### config.mk
export PLATFORM = sky130hd
export DESIGN_NAME = sdram_pattern_tester
export DESIGN_NICKNAME = d
export VERILOG_FILES = /design/src/rtl/sdram_pattern_tester.sv
export SDC_FILE = /design/constraint.sdc
export NUM_CORES = 1
export LEC_CHECK = 0
export ABC_AREA = 1
export BUFFER_PORTS_ARGS = -buffer_cell sky130_fd_sc_hd__buf_2
export CORE_MARGIN = 2
export CORE_UTILIZATION = 40
export DETAILED_ROUTE_END_ITERATION = 8
export GPL_TIMING_DRIVEN = 0
export MAX_ROUTING_LAYER = met4
export PLACE_DENSITY_LB_ADDON = 0.08
export SLEW_MARGIN = 40
export SYNTH_ARGS = -nofsm -noshare
export SYNTH_HDL_FRONTEND = slang
export SYNTH_SLANG_ARGS = --single-unit
export TNS_END_PERCENT = 100
### constraint.sdc
create_clock -name clk -period 4.81 [get_ports clk]
set_input_delay 0.481 -clock clk [delete_from_list [all_inputs] [get_ports clk]]
set_output_delay 0.481 -clock clk [all_outputs]
set_load 0.1 [all_outputs]
### src/rtl/sdram_pattern_tester.sv
// ---------------------------------------------------------------------------
// sdram_pattern_tester
//
// Traffic generator / checker placed directly in front of SdramCtrl. After a
// power-up wait it runs two passes over the window START_ADDR ..
// START_ADDR+NUM_WORDS-1. Each pass writes pat(a,p) = a[15:0]^SEED (inverted
// in pass 1) to every word, then reads every word back and compares it.
//
// Ports
//   clk, reset_l          system clock, asynchronous active-low reset
//   start                 one-cycle pulse; re-runs the test from DONE/TIMEOUT
//   sdram_req/ack         request/completion pulses to/from SdramCtrl
//   sdram_addr            word address ({row,col,bank} packing as SdramCtrl)
//   sdram_rh_wl           1 = read, 0 = write
//   sdram_data_w/_r       write data / read data (read data valid with ack)
//   busy                  high while the test is running
//   done                  high in DONE or TIMEOUT, sticky until start/reset
//   err_cnt               saturating mismatch count
//   first_err_addr/_data  address and read data of the first mismatch
//   led                   00 running, 55 pass, AA mismatch(es), FF timeout
//   state_dbg             current FSM state encoding
//
// Handshake: sdram_req is a one-cycle pulse; the request stays outstanding
// until SdramCtrl returns a one-cycle sdram_ack. addr/rh_wl/data_w are held
// from the req cycle through the ack cycle, and no new req is issued while one
// is outstanding. An ack is only honoured in the *_WAIT states; anywhere else
// it is ignored. The req register is loaded in the *_REQ state, so the req
// pulse appears in the first *_WAIT cycle, two cycles after the previous ack.
// ---------------------------------------------------------------------------
module sdram_pattern_tester #(
   parameter int unsigned INIT_WAIT   = 25000,
   parameter logic [23:0] START_ADDR  = 24'h000000,
   parameter int unsigned NUM_WORDS   = 256,
   parameter logic [15:0] SEED        = 16'hF055,
   parameter int unsigned TIMEOUT_CYC = 1023
) (
   input  logic        clk,
   input  logic        reset_l,
   input  logic        start,
   output logic        sdram_req,
   input  logic        sdram_ack,
   output logic [23:0] sdram_addr,
   output logic        sdram_rh_wl,
   output logic [15:0] sdram_data_w,
   input  logic [15:0] sdram_data_r,
   output logic        busy,
   output logic        done,
   output logic [15:0] err_cnt,
   output logic [23:0] first_err_addr,
   output logic [15:0] first_err_data,
   output logic [7:0]  led,
   output logic [2:0]  state_dbg
);

   localparam int WW = (INIT_WAIT > 1) ? $clog2(INIT_WAIT) : 1;
   localparam int TW = $clog2(TIMEOUT_CYC + 1);
   localparam logic [WW-1:0] WAIT_LAST = WW'(INIT_WAIT - 1);
   localparam logic [TW-1:0] TOUT_LAST = TW'(TIMEOUT_CYC);
   localparam logic [23:0]   IDX_LAST  = 24'(NUM_WORDS - 1);

   typedef enum logic [2:0] {
      S_INIT    = 3'd0,
      S_WR_REQ  = 3'd1,
      S_WR_WAIT = 3'd2,
      S_RD_REQ  = 3'd3,
      S_RD_WAIT = 3'd4,
      S_DONE    = 3'd5,
      S_TIMEOUT = 3'd6
   } state_t;

   state_t        state, state_nxt;
   logic [WW-1:0] wcnt, wcnt_nxt;
   // Counts cycles since the req pulse: 0 in the req cycle itself.
   logic [TW-1:0] tcnt, tcnt_nxt;
   logic [23:0]   idx, idx_nxt;
   logic          pass, pass_nxt;

   logic          req_nxt, rh_wl_nxt, busy_nxt, done_nxt;
   logic [23:0]   addr_nxt, fea_nxt;
   logic [15:0]   data_w_nxt, err_nxt, fed_nxt;
   logic [7:0]    led_nxt;
   logic          rd_match;

   function automatic logic [15:0] pat(input logic [23:0] a, input logic p);
      pat = (a[15:0] ^ SEED) ^ {16{p}};
   endfunction

   assign state_dbg = state;

   always_ff @(posedge clk or negedge reset_l) begin
      if (!reset_l) begin
         state          <= S_INIT;
         wcnt           <= '0;
         tcnt           <= '0;
         idx            <= '0;
         pass           <= 1'b0;
         sdram_req      <= 1'b0;
         sdram_addr     <= '0;
         sdram_rh_wl    <= 1'b1;
         sdram_data_w   <= '0;
         busy           <= 1'b0;
         done           <= 1'b0;
         err_cnt        <= '0;
         first_err_addr <= '0;
         first_err_data <= '0;
         led            <= '0;
      end else begin
         state          <= state_nxt;
         wcnt           <= wcnt_nxt;
         tcnt           <= tcnt_nxt;
         idx            <= idx_nxt;
         pass           <= pass_nxt;
         sdram_req      <= req_nxt;
         sdram_addr     <= addr_nxt;
         sdram_rh_wl    <= rh_wl_nxt;
         sdram_data_w   <= data_w_nxt;
         busy           <= busy_nxt;
         done           <= done_nxt;
         err_cnt        <= err_nxt;
         first_err_addr <= fea_nxt;
         first_err_data <= fed_nxt;
         led            <= led_nxt;
      end
   end

   always_comb begin
      state_nxt  = state;
      wcnt_nxt   = wcnt;
      tcnt_nxt   = tcnt;
      idx_nxt    = idx;
      pass_nxt   = pass;
      req_nxt    = 1'b0;
      addr_nxt   = sdram_addr;
      rh_wl_nxt  = sdram_rh_wl;
      data_w_nxt = sdram_data_w;
      busy_nxt   = busy;
      done_nxt   = done;
      err_nxt    = err_cnt;
      fea_nxt    = first_err_addr;
      fed_nxt    = first_err_data;
      led_nxt    = led;
      // sdram_addr is held from the req cycle, so it names the word being read.
      rd_match   = (sdram_data_r == pat(sdram_addr, pass));

      case (state)
         S_INIT: begin
            if (wcnt == WAIT_LAST) begin
               state_nxt = S_WR_REQ;
               idx_nxt   = '0;
               pass_nxt  = 1'b0;
               busy_nxt  = 1'b1;
            end else begin
               wcnt_nxt = wcnt + 1'b1;
            end
         end

         S_WR_REQ: begin
            req_nxt    = 1'b1;
            addr_nxt   = START_ADDR + idx;
            rh_wl_nxt  = 1'b0;
            data_w_nxt = pat(START_ADDR + idx, pass);
            tcnt_nxt   = '0;
            state_nxt  = S_WR_WAIT;
         end

         S_WR_WAIT: begin
            // ack is checked before the terminal count so a late ack still wins.
            if (sdram_ack) begin
               if (idx == IDX_LAST) begin
                  idx_nxt   = '0;
                  state_nxt = S_RD_REQ;
               end else begin
                  idx_nxt   = idx + 1'b1;
                  state_nxt = S_WR_REQ;
               end
            end else if (tcnt == TOUT_LAST) begin
               state_nxt = S_TIMEOUT;
               busy_nxt  = 1'b0;
               done_nxt  = 1'b1;
               led_nxt   = 8'hFF;
            end else begin
               tcnt_nxt = tcnt + 1'b1;
            end
         end

         S_RD_REQ: begin
            req_nxt   = 1'b1;
            addr_nxt  = START_ADDR + idx;
            rh_wl_nxt = 1'b1;
            tcnt_nxt  = '0;
            state_nxt = S_RD_WAIT;
         end

         S_RD_WAIT: begin
            if (sdram_ack) begin
               if (!rd_match) begin
                  if (err_cnt != 16'hFFFF) err_nxt = err_cnt + 1'b1;
                  if (err_cnt == 16'h0000) begin
                     fea_nxt = sdram_addr;
                     fed_nxt = sdram_data_r;
                  end
               end
               if (idx == IDX_LAST) begin
                  idx_nxt = '0;
                  if (!pass) begin
                     pass_nxt  = 1'b1;
                     state_nxt = S_WR_REQ;
                  end else begin
                     state_nxt = S_DONE;
                     busy_nxt  = 1'b0;
                     done_nxt  = 1'b1;
                     // err_nxt includes the compare of this final word.
                     led_nxt   = (err_nxt == 16'h0000) ? 8'h55 : 8'hAA;
                  end
               end else begin
                  idx_nxt   = idx + 1'b1;
                  state_nxt = S_RD_REQ;
               end
            end else if (tcnt == TOUT_LAST) begin
               state_nxt = S_TIMEOUT;
               busy_nxt  = 1'b0;
               done_nxt  = 1'b1;
               led_nxt   = 8'hFF;
            end else begin
               tcnt_nxt = tcnt + 1'b1;
            end
         end

         S_DONE, S_TIMEOUT: begin
            // Re-run skips the power-up wait; the SDRAM is already initialised.
            if (start) begin
               state_nxt = S_WR_REQ;
               err_nxt   = '0;
               fea_nxt   = '0;
               fed_nxt   = '0;
               led_nxt   = '0;
               pass_nxt  = 1'b0;
               idx_nxt   = '0;
               busy_nxt  = 1'b1;
               done_nxt  = 1'b0;
            end
         end

         default: state_nxt = S_INIT;
      endcase
   end

endmodule
==> flow_summary.yaml, run 1 <==
clock_network:
  path_clk_slew_ps: 70
  cts_setup_buffers: 0
  cts_tree: "built"
  cts_num_sinks: 161
  clk_latency_ps: 430
  htreeDepth: 4
  clockBufferDepth: 2
  cts_buffers: 17
  cts_root_buf: "clkbuf_16"
sta:
  fin_crit_ps: 2624
  fin_worst_skew_ps: 9.606
  tns_ps: 0
  worst_pin_slew_ps: 658.0
  slew_violations: 0
  rsz0062_at_grt: "false"
  worst_slack_ps: 2186
  setup_viol: 0
  hold_viol_final: 0
  fmax_mhz: 381.2
  finalCritPeriodShare_pct: 54.54
  relSlewSlack_pct: 55.58
layout:
  instances_no_fill: 1583
  ff_latch_area_um2: 4030
  nets: 1315
  multi_input_area_um2: 3886
  antenna_cells: 0
  nFillCells: 2223
  area_growth_pct: 19.29
  drive_above_1_share_pct: 17.73
logic_synthesis:
  synth_ff_type: "dfrtp_1"
  syn_area_per_cell_um2: 7.668
  yosys_warnings: 0
  ys_seq_elements: 161
  yosysSeqAreaShare_pct: 46.19
  ys_types: 51
  synth_nets: 1163
  synth-edff-count: 0
  syn_inst: 1138
  syn-cell-area_um2: 8726
  synth-async-reset-ratio_pct: 100.0
placed_design:
  gp_congestion: 0.9175
  dp_hpwl_um: 18000
  dpl.cell_count: 1550
  dp_slack_ps: 2005
  port_buffers: 130
hold_path:
  hp-class: "in -> reg"
  hp-start: "sdram_data_r[1]"
global_route:
  overflow: 0
  grt_use_total_pct: 22.69
  grt_pass1_vias: 7398
  grt_max_degree: 70
  grt_pass1_wl_um: 39540
  antenna_found_initial: 0
critical_path:
  critPathArrivalTime_ps: 2940
  end_kind: "flop"
  crit_type: "reg -> reg"
  rr_worst_depth: 11
  cp-start-kind: "flop"
  required_ps: 5130
  rr_startpoint: "idx[0]"
  cp-startpoint: "idx[0]"
  rrSetupSlack_ps: 2190
  endpoint: "idx[13]"
  path_max_fanout: 6
  r2r-end: "idx[13]"
routing:
  avgViaCountPerCell: 4.993
  route.detailed.drc: 0
  routedWlPerCell_um: 15.53
  routed_wl_um: 24580
  vias: 7904
  drtIter0Drc: 641
  dr.pass1.iters: 6
  ant_nets: 0
floorplan:
  dieArea_um2: 23010
  core_area_um2: 21620
  io_pins: 131
  die_h_um: 151.7
  start_util_pct: 40.36
  die_x_um: 151.7
  num_rows: 54
status:
  outcome: "completed"
power:
  leakage_uw: 0.005168
  power.density_nw_per_um2: 272.4
  ir_drop_mv: 0.2223
run:
  max_cap_viol_count: 0
-- metal layers --
metal,GRT usage [%],vias up,wire [µm]
met5,-,-,0
met4,5.972,0,354
met3,2.814,19,1024
met2,34.44,181,11210
met1,32.28,3723,11990
li1,-,3981,-
-- final cells by class --
class | count | area share (%)
Clock buffer | 20 | 4.195
Buffer | 41 | 1.743
Inverter | 169 | 6.119
Sequential cell | 161 | 38.72
Multi-Input combinational cell | 767 | 37.34
Tap cell | 280 | 3.366
Timing Repair Buffer | 133 | 6.972
Clock inverter | 12 | 1.551
-- state kept, by name, summed over array words and instances (netlist names) --
| name | flops |
|---|---|
| state_dbg | 3 |
| first_err_data | 16 |
| sdram_req | 1 |
| wcnt | 15 |
| led | 8 |
| idx | 24 |
| first_err_addr | 24 |
| sdram_addr | 24 |
| busy | 1 |
| sdram_rh_wl | 1 |
| sdram_data_w | 16 |
| pass | 1 |
| done | 1 |
| tcnt | 10 |
| err_cnt | 16 |
-- Yosys cell counts, types with 5 or more instances --
cell type | count | area [µm²]
a21oi_1 | 36 | 180.2
a31oi_1 | 8 | 50.05
buf_2 | 10 | 50.05
clkbuf_1 | 28 | 105.1
dfrtp_1 | 160 | 4004
ha_1 | 5 | 62.56
inv_1 | 154 | 578.1
inv_2 | 12 | 45.04
nand2_1 | 273 | 1025
nand3_1 | 101 | 505.5
nand4_1 | 22 | 137.6
nor2_1 | 80 | 300.3
nor2_2 | 10 | 62.56
nor3_1 | 12 | 60.06
nor3_2 | 8 | 80.08
nor4_1 | 9 | 56.30
o21ai_0 | 115 | 575.6
xnor2_1 | 14 | 122.6
xor2_1 | 22 | 192.7
-- cells in the final DEF (no fill, tap or decap), types with 4 or more instances in the layout --
cell type and count:
a21boi_1 4, a21oi_1 36, a21oi_2 4, a31oi_1 8, buf_2 139, clkbuf_1 31
clkbuf_16 17, clkinv_4 4, dfrtp_1 160, ha_1 5, inv_1 154, inv_2 12
nand2_1 273, nand2_2 4, nand3_1 101, nand4_1 22, nor2_1 79, nor2_2 11
nor3_1 12, nor3_2 7, nor4_1 9, o21ai_0 115, xnor2_1 14, xor2_1 22
-- timing repair --
action | 4_1_cts | 5_1_grt
hold buffers | 1 | 0
gates resized for setup | 0 | 0
hold endpoints to repair | 26 | 0
-- worst min path at each step --
stage	end	cells after the start
after CTS	first_err_data[1]	3
final	first_err_data[1]	3
after global placement	wcnt[8]	1
after floorplan	busy	0
after global routing	first_err_data[2]	3
after detailed placement	first_err_data[3]	1
-- logic make-up after synthesis --
logic type                 share of synthesized area (%)
AOI/OAI and AO/OA                                  11.93
xor gates and xnor gates                           3.613
adders and majority gates                         0.7169
buffers and inverters                              9.378
DFF                                                46.19
and+or+nand+nor                                    28.18
-- power breakdown --
group | internal, µW | switching [µW] | leakage (µW)
sequential | 1350 | 0 | 0.00181
clock | 821 | 586 | 0.000281
combinational | 20.7 | 54.3 | 0.00307
total | 2200 | 640 | 0.00517
-- per-stage QoR --
| stage | hold slack [ps] | total power, µW | utilization, % | cell area [µm²] |
|---|---|---|---|---|
| 2_1_floorplan | 185.4 | 1402 | - | 8726 |
| 3_3_place_gp | 457.2 | 1449 | 44.99 | 9727 |
| 3_5_place_dp | 357.7 | 1456 | 45.29 | 9792 |
| 4_1_cts | 307.1 | 2866 | 48.10 | 10400 |
| 5_1_grt | 333.5 | 2932 | 48.14 | 10410 |
| 6_report | 324.9 | 2835 | 48.14 | 10410 |
-- critical path: stages, from the launching register on --
cell	delay, ps
dfrtp_1	470
ha_1	210
nand2_1	80
nor2_1	160
nand2_1	160
nor4_2	620
nor2_2	150
nor2_2	200
inv_2	80
o21ai_2	80
nand3_1	110
o21a_1	190
(Power assumes the default switching activity.)
==> inputs of run 2 (changes only) <==
clock period = 2.3 ns   (was 4.81 ns; I/O delays follow)
==> flow_summary.yaml, run 2 (synthesis results as in run 1) <==
clock_network:
  clockBufferDepth: 2
  htreeDepth: 4
  cts_buffers: 17
  path_clk_slew_ps: 60
  cts_num_sinks: 161
  cts_root_buf: "clkbuf_16"
  cts_tree: "built"
  clk_latency_ps: 430
placed_design:
  dpl_cell_area_um2: 9856
  dp_hpwl_um: 18410
  port_buffers: 130
  gp_congestion: 0.9323
routing:
  vias: 8263
  route.detailed.drc: 0
  avgViaCountPerCell: 5.051
  routed_wl_um: 25620
  dr.pass1.iters: 5
  drtIter0Drc: 481
  routedWlPerCell_um: 15.66
  ant_nets: 0
hold_path:
  hp-class: "in -> reg"
sta:
  fin_crit_ps: 2300
  rsz0062_at_grt: "true"
  relSlewSlack_pct: 55.67
  slew_violations: 0
  tns_ps: -0.1377
  worst_slack_ps: -0.1377
  hold_viol_final: 0
  fin_worst_skew_ps: 10.42
  setup_viol: 1
  worst_pin_slew_ps: 662.5
  fmax_mhz: 434.8
  finalCritPeriodShare_pct: 100.0
critical_path:
  cp-startpoint: "err_cnt[1]"
  path_max_fanout: 10
  end_kind: "flop"
  crit_type: "reg -> reg"
  cp-start-kind: "flop"
  endpoint: "led[6]"
  r2r-end: "led[6]"
  critPathArrivalTime_ps: 2650
  rr_worst_depth: 16
  required_ps: 2650
  rr_startpoint: "err_cnt[1]"
  rrSetupSlack_ps: -0.1
global_route:
  grt_pass1_wl_um: 40760
  overflow: 0
  antenna_found_initial: 0
  grt_use_total_pct: 23.33
  grt_pass1_vias: 7687
  grt_max_degree: 70
layout:
  final_common_cell: "nand2_1"
  utilization_pct: 51.94
  nets: 1368
  drive_above_1_share_pct: 28.98
  largestRegisters: "first_err_addr (24), idx (24), sdram_addr (24)"
  area_growth_pct: 28.71
  final_cell_mix: "nand2_1, inv_1, buf_2"
  finalInstanceArea_um2: 11230
  antenna_cells: 0
status:
  failed_checks: "setup timing"
  outcome: "finished with violations"
floorplan:
  num_rows: 54
  start_util_pct: 40.36
  core_area_um2: 21620
  die_h_um: 151.7
  io_pins: 131
  die_x_um: 151.7
  dieArea_um2: 23010
power:
  power.density_nw_per_um2: 510.0
  leakage_uw: 0.005509
  ir_drop_mv: 0.4342
run:
  max_cap_viol_count: 0
[run 2: cell count changes in the layout (fill, tap and decap cells not counted), sizes merged]
cell	before	now
bufinv	3	1
buf	145	198
clkinv	7	10
inv	168	167
[run 2: layout make-up]
cell class	instances	area, µm²
inverter	169	638.1
timing repair buffer	190	1200
tap	280	350.3
clock buffer	20	456.7
fill	2140	10390
clock inverter	12	111.4
sequential	161	4089
buffer	37	211.5
multi-input combinational	767	4174
[run 2: worst min-delay path by stage]
stage	from	end	slack, ps	depth (start not counted)
detailed placement	reset_l	first_err_data[1]	180	1
finish	sdram_data_r[2]	first_err_data[2]	90	3
CTS	sdram_data_r[2]	first_err_data[2]	80	3
floorplan	reset_l	busy	-70	0
global placement	wcnt[8]	wcnt[8]	460	1
global route	sdram_data_r[14]	first_err_data[14]	110	3
[run 2: metrics by stage]
step                total power (µW)  std cells  hold WS (ps)  worst slack, ps
CTS                             5815       1606         76.02           -5.580
floorplan                       2931       1138        -65.59            5.684
detailed placement              3044       1550         175.1           -429.7
global placement                3029       1548         460.3            -2264
global route                    5954       1636         105.2           -225.0
finish                          5727       1636         90.16          -0.1377
[run 2: power by group]
group,leakage (µW),total (µW),internal (µW),switching [µW]
Sequential,0.00177,2830,2830,0
Clock,0.000272,2730,1550,1190
Combinational,0.00346,162,45.6,116
[run 2: critical path, stage by stage (launching register included)]
cell and delay [ps]:
dfrtp_4 510, ha_4 190, nand3_2 120, nor3_4 50
buf_4 140, nand3_4 90, buf_6 160, nand3_1 90
nand2_2 80, nand2_2 50, nor2_1 90, nand2_1 100
nor2_4 170, nand2_2 80, nand2_4 100, nand2_1 70
a21oi_2 120
[run 2: routing by layer]
metal	track usage [%]	part of all wire [%]	vias to the layer above
met5	-	0	-
met4	7.593	1.7	0
met3	2.874	4.3	21
met2	35.97	47	206
met1	32.12	47	3932
li1	-	-	4104
[run 2: repair_timing]
action / in CTS / in global routing
resized for setup: 36 / 75
pin swaps: 12 / 37
hold endpoints to repair: 48 / 0
gates cloned: 0 / 1
setup endpoints to repair: 87 / 89
setup buffers: 24 / 32
hold buffers: 1 / 0
